[src/rtl/pixel_expand_444_to_565.sv]
// RGB444 -> RGB565 AXI4-Stream expander with registered skid buffer,
// start-of-frame tuser generation, frame counting and length checking.
module pixel_expand_444_to_565 #(
  parameter int unsigned FRAME_PIXELS = 76800,
  parameter int unsigned PIX_W        = 20,
  parameter int unsigned FCNT_W       = 16
) (
  input  logic              aclk,
  input  logic              aresetn,
  input  logic              s_axi_tvalid,
  output logic              s_axi_tready,
  input  logic [15:0]       s_axi_tdata,
  input  logic              s_axi_tlast,
  output logic              m_axi_tvalid,
  input  logic              m_axi_tready,
  output logic [15:0]       m_axi_tdata,
  output logic              m_axi_tlast,
  output logic              m_axi_tuser,
  output logic [FCNT_W-1:0] frame_cnt,
  output logic              len_err
);

  localparam logic [PIX_W:0] FP_LAST =
    (PIX_W+1)'(FRAME_PIXELS);
  localparam logic [PIX_W:0] FP_OVR =
    (PIX_W+1)'(FRAME_PIXELS + 1);

  typedef struct packed {
    logic [15:0] data;
    logic        last;
    logic        user;
  } beat_t;

  beat_t             out_q, out_d;
  beat_t             skid_q, skid_d;
  logic              out_vld_q, out_vld_d;
  logic              skid_vld_q, skid_vld_d;
  logic              rdy_q, rdy_d;
  logic              sof_q, sof_d;
  logic              ovr_q, ovr_d;
  logic              lerr_q, lerr_d;
  logic [PIX_W-1:0]  pix_q, pix_d;
  logic [FCNT_W-1:0] fcnt_q, fcnt_d;

  logic [3:0]  r4, g4, b4;
  logic [15:0] rgb565;
  logic [PIX_W:0] pix_inc;
  beat_t       in_beat;
  logic        acc, xfer;
  logic        unused_hi;

  assign unused_hi = ^s_axi_tdata[15:12];

  assign r4 = s_axi_tdata[11:8];
  assign g4 = s_axi_tdata[7:4];
  assign b4 = s_axi_tdata[3:0];

  // MSB replication keeps 0 -> 0 and full-scale -> full-scale
  assign rgb565 = {r4, r4[3],
                   g4, g4[3:2],
                   b4, b4[3]};

  assign in_beat = '{data: rgb565,
                     last: s_axi_tlast,
                     user: sof_q};

  assign acc     = s_axi_tvalid && rdy_q;
  assign xfer    = out_vld_q && m_axi_tready;
  assign pix_inc = {1'b0, pix_q} + 1'b1;

  always_comb begin
    out_d      = out_q;
    out_vld_d  = out_vld_q;
    skid_d     = skid_q;
    skid_vld_d = skid_vld_q;
    if (!out_vld_q || xfer) begin
      if (skid_vld_q) begin
        out_d      = skid_q;
        out_vld_d  = 1'b1;
        skid_vld_d = 1'b0;
      end else if (acc) begin
        out_d     = in_beat;
        out_vld_d = 1'b1;
      end else begin
        out_vld_d = 1'b0;
      end
    end else if (acc) begin
      skid_d     = in_beat;
      skid_vld_d = 1'b1;
    end
    rdy_d = !skid_vld_d;
  end

  always_comb begin
    sof_d  = sof_q;
    pix_d  = pix_q;
    fcnt_d = fcnt_q;
    ovr_d  = ovr_q;
    lerr_d = 1'b0;
    if (acc) begin
      sof_d = s_axi_tlast;
      if (s_axi_tlast) begin
        pix_d  = '0;
        fcnt_d = fcnt_q + 1'b1;
        ovr_d  = 1'b0;
        lerr_d = (pix_inc != FP_LAST) && !ovr_q;
      end else begin
        // overrun reported once; its tlast stays silent
        if (pix_inc == FP_OVR && !ovr_q) begin
          lerr_d = 1'b1;
          ovr_d  = 1'b1;
        end
        if (!(&pix_q)) begin
          pix_d = pix_q + 1'b1;
        end
      end
    end
  end

  always_ff @(posedge aclk) begin
    if (!aresetn) begin
      out_q      <= '0;
      out_vld_q  <= 1'b0;
      skid_q     <= '0;
      skid_vld_q <= 1'b0;
      rdy_q      <= 1'b0;
      sof_q      <= 1'b1;
      ovr_q      <= 1'b0;
      lerr_q     <= 1'b0;
      pix_q      <= '0;
      fcnt_q     <= '0;
    end else begin
      out_q      <= out_d;
      out_vld_q  <= out_vld_d;
      skid_q     <= skid_d;
      skid_vld_q <= skid_vld_d;
      rdy_q      <= rdy_d;
      sof_q      <= sof_d;
      ovr_q      <= ovr_d;
      lerr_q     <= lerr_d;
      pix_q      <= pix_d;
      fcnt_q     <= fcnt_d;
    end
  end

  assign s_axi_tready = rdy_q;
  assign m_axi_tvalid = out_vld_q;
  assign m_axi_tdata  = out_q.data;
  assign m_axi_tlast  = out_q.last;
  assign m_axi_tuser  = out_q.user;
  assign frame_cnt    = fcnt_q;
  assign len_err      = lerr_q;

endmodule
[config.mk]
export PLATFORM = sky130hd
export DESIGN_NAME = pixel_expand_444_to_565
export DESIGN_NICKNAME = d
export VERILOG_FILES = /design/src/rtl/pixel_expand_444_to_565.sv
export SDC_FILE = /design/constraint.sdc
export NUM_CORES = 1
export LEC_CHECK = 0
export CAP_MARGIN = 25
export CELL_PAD_IN_SITES_DETAIL_PLACEMENT = 2
export CELL_PAD_IN_SITES_GLOBAL_PLACEMENT = 2
export CORE_AREA = 2 2 119 121
export CTS_BUF_LIST = sky130_fd_sc_hd__clkbuf_4
export DETAILED_ROUTE_END_ITERATION = 12
export DIE_AREA = 0 0 121 123
export PLACE_DENSITY_LB_ADDON = 0.15
export SETUP_SLACK_MARGIN = 0.02
export SYNTH_ARGS = -nofsm -noshare
export SYNTH_HDL_FRONTEND = slang
export SYNTH_SLANG_ARGS = --single-unit
[constraint.sdc]
create_clock -name aclk -period 4.1 [get_ports aclk]
set_input_delay 0.82 -clock aclk [delete_from_list [all_inputs] [get_ports aclk]]
set_output_delay 0.82 -clock aclk [all_outputs]
set_load 0.02 [all_outputs]
==> key figures <==
Outcome
  – Status: completed

GRT
  – First-pass GRT wire length: 16500 um
  – Antenna violations before repair: 1
  – Total gr overflow: 0
  – Vias in the first global route: between 3000 and 4000
  – GRT Overall Usage: 0.144
  – Largest net degree at the start of global routing: 40

STA
  – Fin. Hold Viols: 0
  – Post-route clock skew: 0.0201 ns
  – Final min period: 2.78 ns
  – Worst rel slew slack: 0.420
  – RSZ-0062 raised after global routing: false
  – F_max: 360 MHz
  – Crit share post-route: 0.677
  – Worst-Margin Slew: 0.869 ns
  – Final setup fails: 0
  – Max Slew Vio Count: 0
  – Post-route setup TNS: 0 ns
  – Hold_ws: 0.464 ns

Yosys
  – Top FF cell, synth: dfxtp_1
  – Post-Synthesis Mean Instance Area: 8.28 sq um
  – Mapped Area: ~3300 sq um
  – Sequential area share after synthesis: 0.422
  – Mapped Nets: 425
  – Number of synthesized flops with an enable pin: 0
  – Top post-synthesis cells by count: dfxtp_1, nand2_1, nor2_1, a21oi_1
  – Most common cell in the netlist: dfxtp_1
  – Mapped Cells: approximately 400
  – Yosys reg bits: 70
  – Synth area leaders: dfxtp_1, nand2_1, nor2_1
  – Top-area cell type share of the netlist area: 0.422
  – Ys Warns: 0
  – Distinct cell type count after synthesis: 46
  – Async set or reset register ratio after synthesis: 0
  – Synth area leader: dfxtp_1

Power and ir drop
  – Sw Ratio: 0.279
  – Pint: 0.000948 W
  – Clock power share: 0.353
  – Sequential share of power: 0.538
  – NetSw: 0.000367 W
  – P_leak: approximately 1.4 nW
  – Power density over the cells: approximately 320 nW/um^2
  – Combinational share of power: 0.109
  – Peak VDD IR: about 0.19 mV

Critical path
  – Crit path max fanout: 12
  – Data arrival time of the worst path: 3.13 ns
  – Critical setup path kind: reg2reg
  – Worst Setup End Kind: flop
  – Worst Path Required: between 4 and 5 ns
  – Crit start category: flop

Routing
  – DRT Pass-1 Iters: 4
  – 1st-iter DRT viols: 70
  – Drt drc: 0
  – Vias: 3116
  – Routed Antenna Nets: 0
  – Post-DR vias/cell: 4.96
  – Final WL: between 10000 and 15000 um
  – Routed wire per std cell: 16.5 um

Clocking
  – Num Clock Sinks: 70
  – H-tree depth: 3
  – Cts hold-fix bufs: 0
  – Cts bufs inserted: 9
  – # Post-CTS Setup Buffers: 0
  – Clock root cell: clkbuf_4
  – Clk pin slew, worst setup/hold paths: 0.13 ns
  – CTS resizes: 0
  – Worst skew pair latency: 0.46 ns
  – CTS tree: yes
  – Clock Tree Buf Depth: 2

Min path
  – Min-delay worst type: reg2reg

Place
  – Port bufs: 53
  – Detailed placement HPWL: 7060 um
  – GP Congestion: about 0.7

Layout
  – Fillers: 1567
  – Layout area overhead: 24.8%
  – Share of cells above drive strength 1: 0.0604
  – Nets: ~470

Floorplanning
  – Core Area: 13600 sq um
  – Die Area: approximately 15000 sq um
  – # rows: 43
  – Die Height: 123 um
  – Ports: a little under 60
  – Starting density of the core: 0.244
  – Die W: 121 um

Flow run
  – Max cap viols: 0
[per-stage QoR]
stage	instances	power [W]	cell area, sq um	setup slack (ns)	util
after global routing	628	0.00139	4150	1.12	0.305
after CTS	627	0.00135	4140	1.24	0.304
after floorplan	401	0.000797	3320	1.80	-
final	628	0.00131	4150	1.32	0.305
after detailed placement	611	0.000868	4010	1.01	0.294
after global placement	611	0.000865	4010	1.05	0.294
[area by class of cell]
cell class	count	area [sq um]	share of cell area
multi-input cells	297	1770	0.428
clock inverters	6	62.6	0.0151
repair buffers	59	588	0.142
well taps	180	225	0.0543
diodes	1	2.50	0.000603
inverters	5	18.8	0.00453
flip-flops and latches	70	1400	0.338
clock buffers	10	75.1	0.0181
[kinds of logic after synthesis]
logic type,synth area share
buf+inv,0.0452
flops,0.422
compound gates,0.174
mux,0.0482
xor+xnor,0.0395
simple gates,0.260
fa+ha+maj,0.0113
[cell usage in the layout, fill, tap and decap left out, types with 2 or more instances in the layout]
| cell type | n |
|---|---|
| a311oi_1 | 9 |
| or4_1 | 3 |
| nor3_1 | 11 |
| nand2b_1 | 5 |
| ha_1 | 3 |
| inv_1 | 4 |
| and4_1 | 6 |
| a31oi_1 | 2 |
| clkdlybuf4s50_1 | 53 |
| a21oi_1 | 35 |
| dfxtp_1 | 70 |
| nand3_1 | 17 |
| clkinvlp_4 | 2 |
| xor2_1 | 8 |
| xnor2_1 | 7 |
| o22ai_1 | 3 |
| clkbuf_4 | 10 |
| a211oi_1 | 15 |
| o21ai_0 | 10 |
| o211a_1 | 3 |
| nor2_1 | 48 |
| nand4b_1 | 3 |
| nand2_1 | 50 |
| a41oi_1 | 2 |
| o2111ai_1 | 2 |
| nor2b_1 | 2 |
| and3_1 | 8 |
| nand4_1 | 7 |
| or3_1 | 4 |
| buf_4 | 5 |
| nor4_1 | 3 |
| mux2i_1 | 16 |
[state kept, by name (all words and copies together), names as in the netlist, 12 cells and up]
signal,cells
frame_cnt,16
m_axi_tdata,12
pix_q,20
skid_q,14
[routing by layer]
metal	up-vias	share of wire	global-route usage
met5	-	0	0
met4	0	0.012	0.0422
met3	12	0.047	0.0558
met2	49	0.49	0.246
met1	1534	0.45	0.167
li1	1521	-	-
[worst max-delay path, stage by stage (launching register included)]
cell and delay (ns):
dfxtp_1 0.44, ha_1 0.32, nand3_2 0.18, or4_1 0.71
o21bai_2 0.25, nand2_1 0.38, a311oi_1 0.39
[path summary, 6_finish.rpt]
kind | startpoint | endpoint | slack [ns] | depth (start not counted)
min reg2reg | skid_q[4]$_SDFFE_PN0P_ | skid_q[4]$_SDFFE_PN0P_ | 0.46 | 2
min | skid_q[4]$_SDFFE_PN0P_ | skid_q[4]$_SDFFE_PN0P_ | 0.46 | 2
max reg2reg | pix_q[1]$_SDFFE_PN0P_ | pix_q[7]$_SDFFE_PN0P_ | 1.32 | 6
max | pix_q[1]$_SDFFE_PN0P_ | pix_q[7]$_SDFFE_PN0P_ | 1.32 | 6
[power groups by stage]
stage / registers (W) / clock network, W / logic [W]
2_1_floorplan: 0.000735 / 0 / 0.0000618
3_3_place_gp: 0.000722 / 0 / 0.000143
3_5_place_dp: 0.000723 / 0 / 0.000146
4_1_cts: 0.000708 / 0.000496 / 0.000147
5_1_grt: 0.000710 / 0.000520 / 0.000156
6_report: 0.000707 / 0.000465 / 0.000143
No activity file was read; power rests on OpenSTA's default activity.
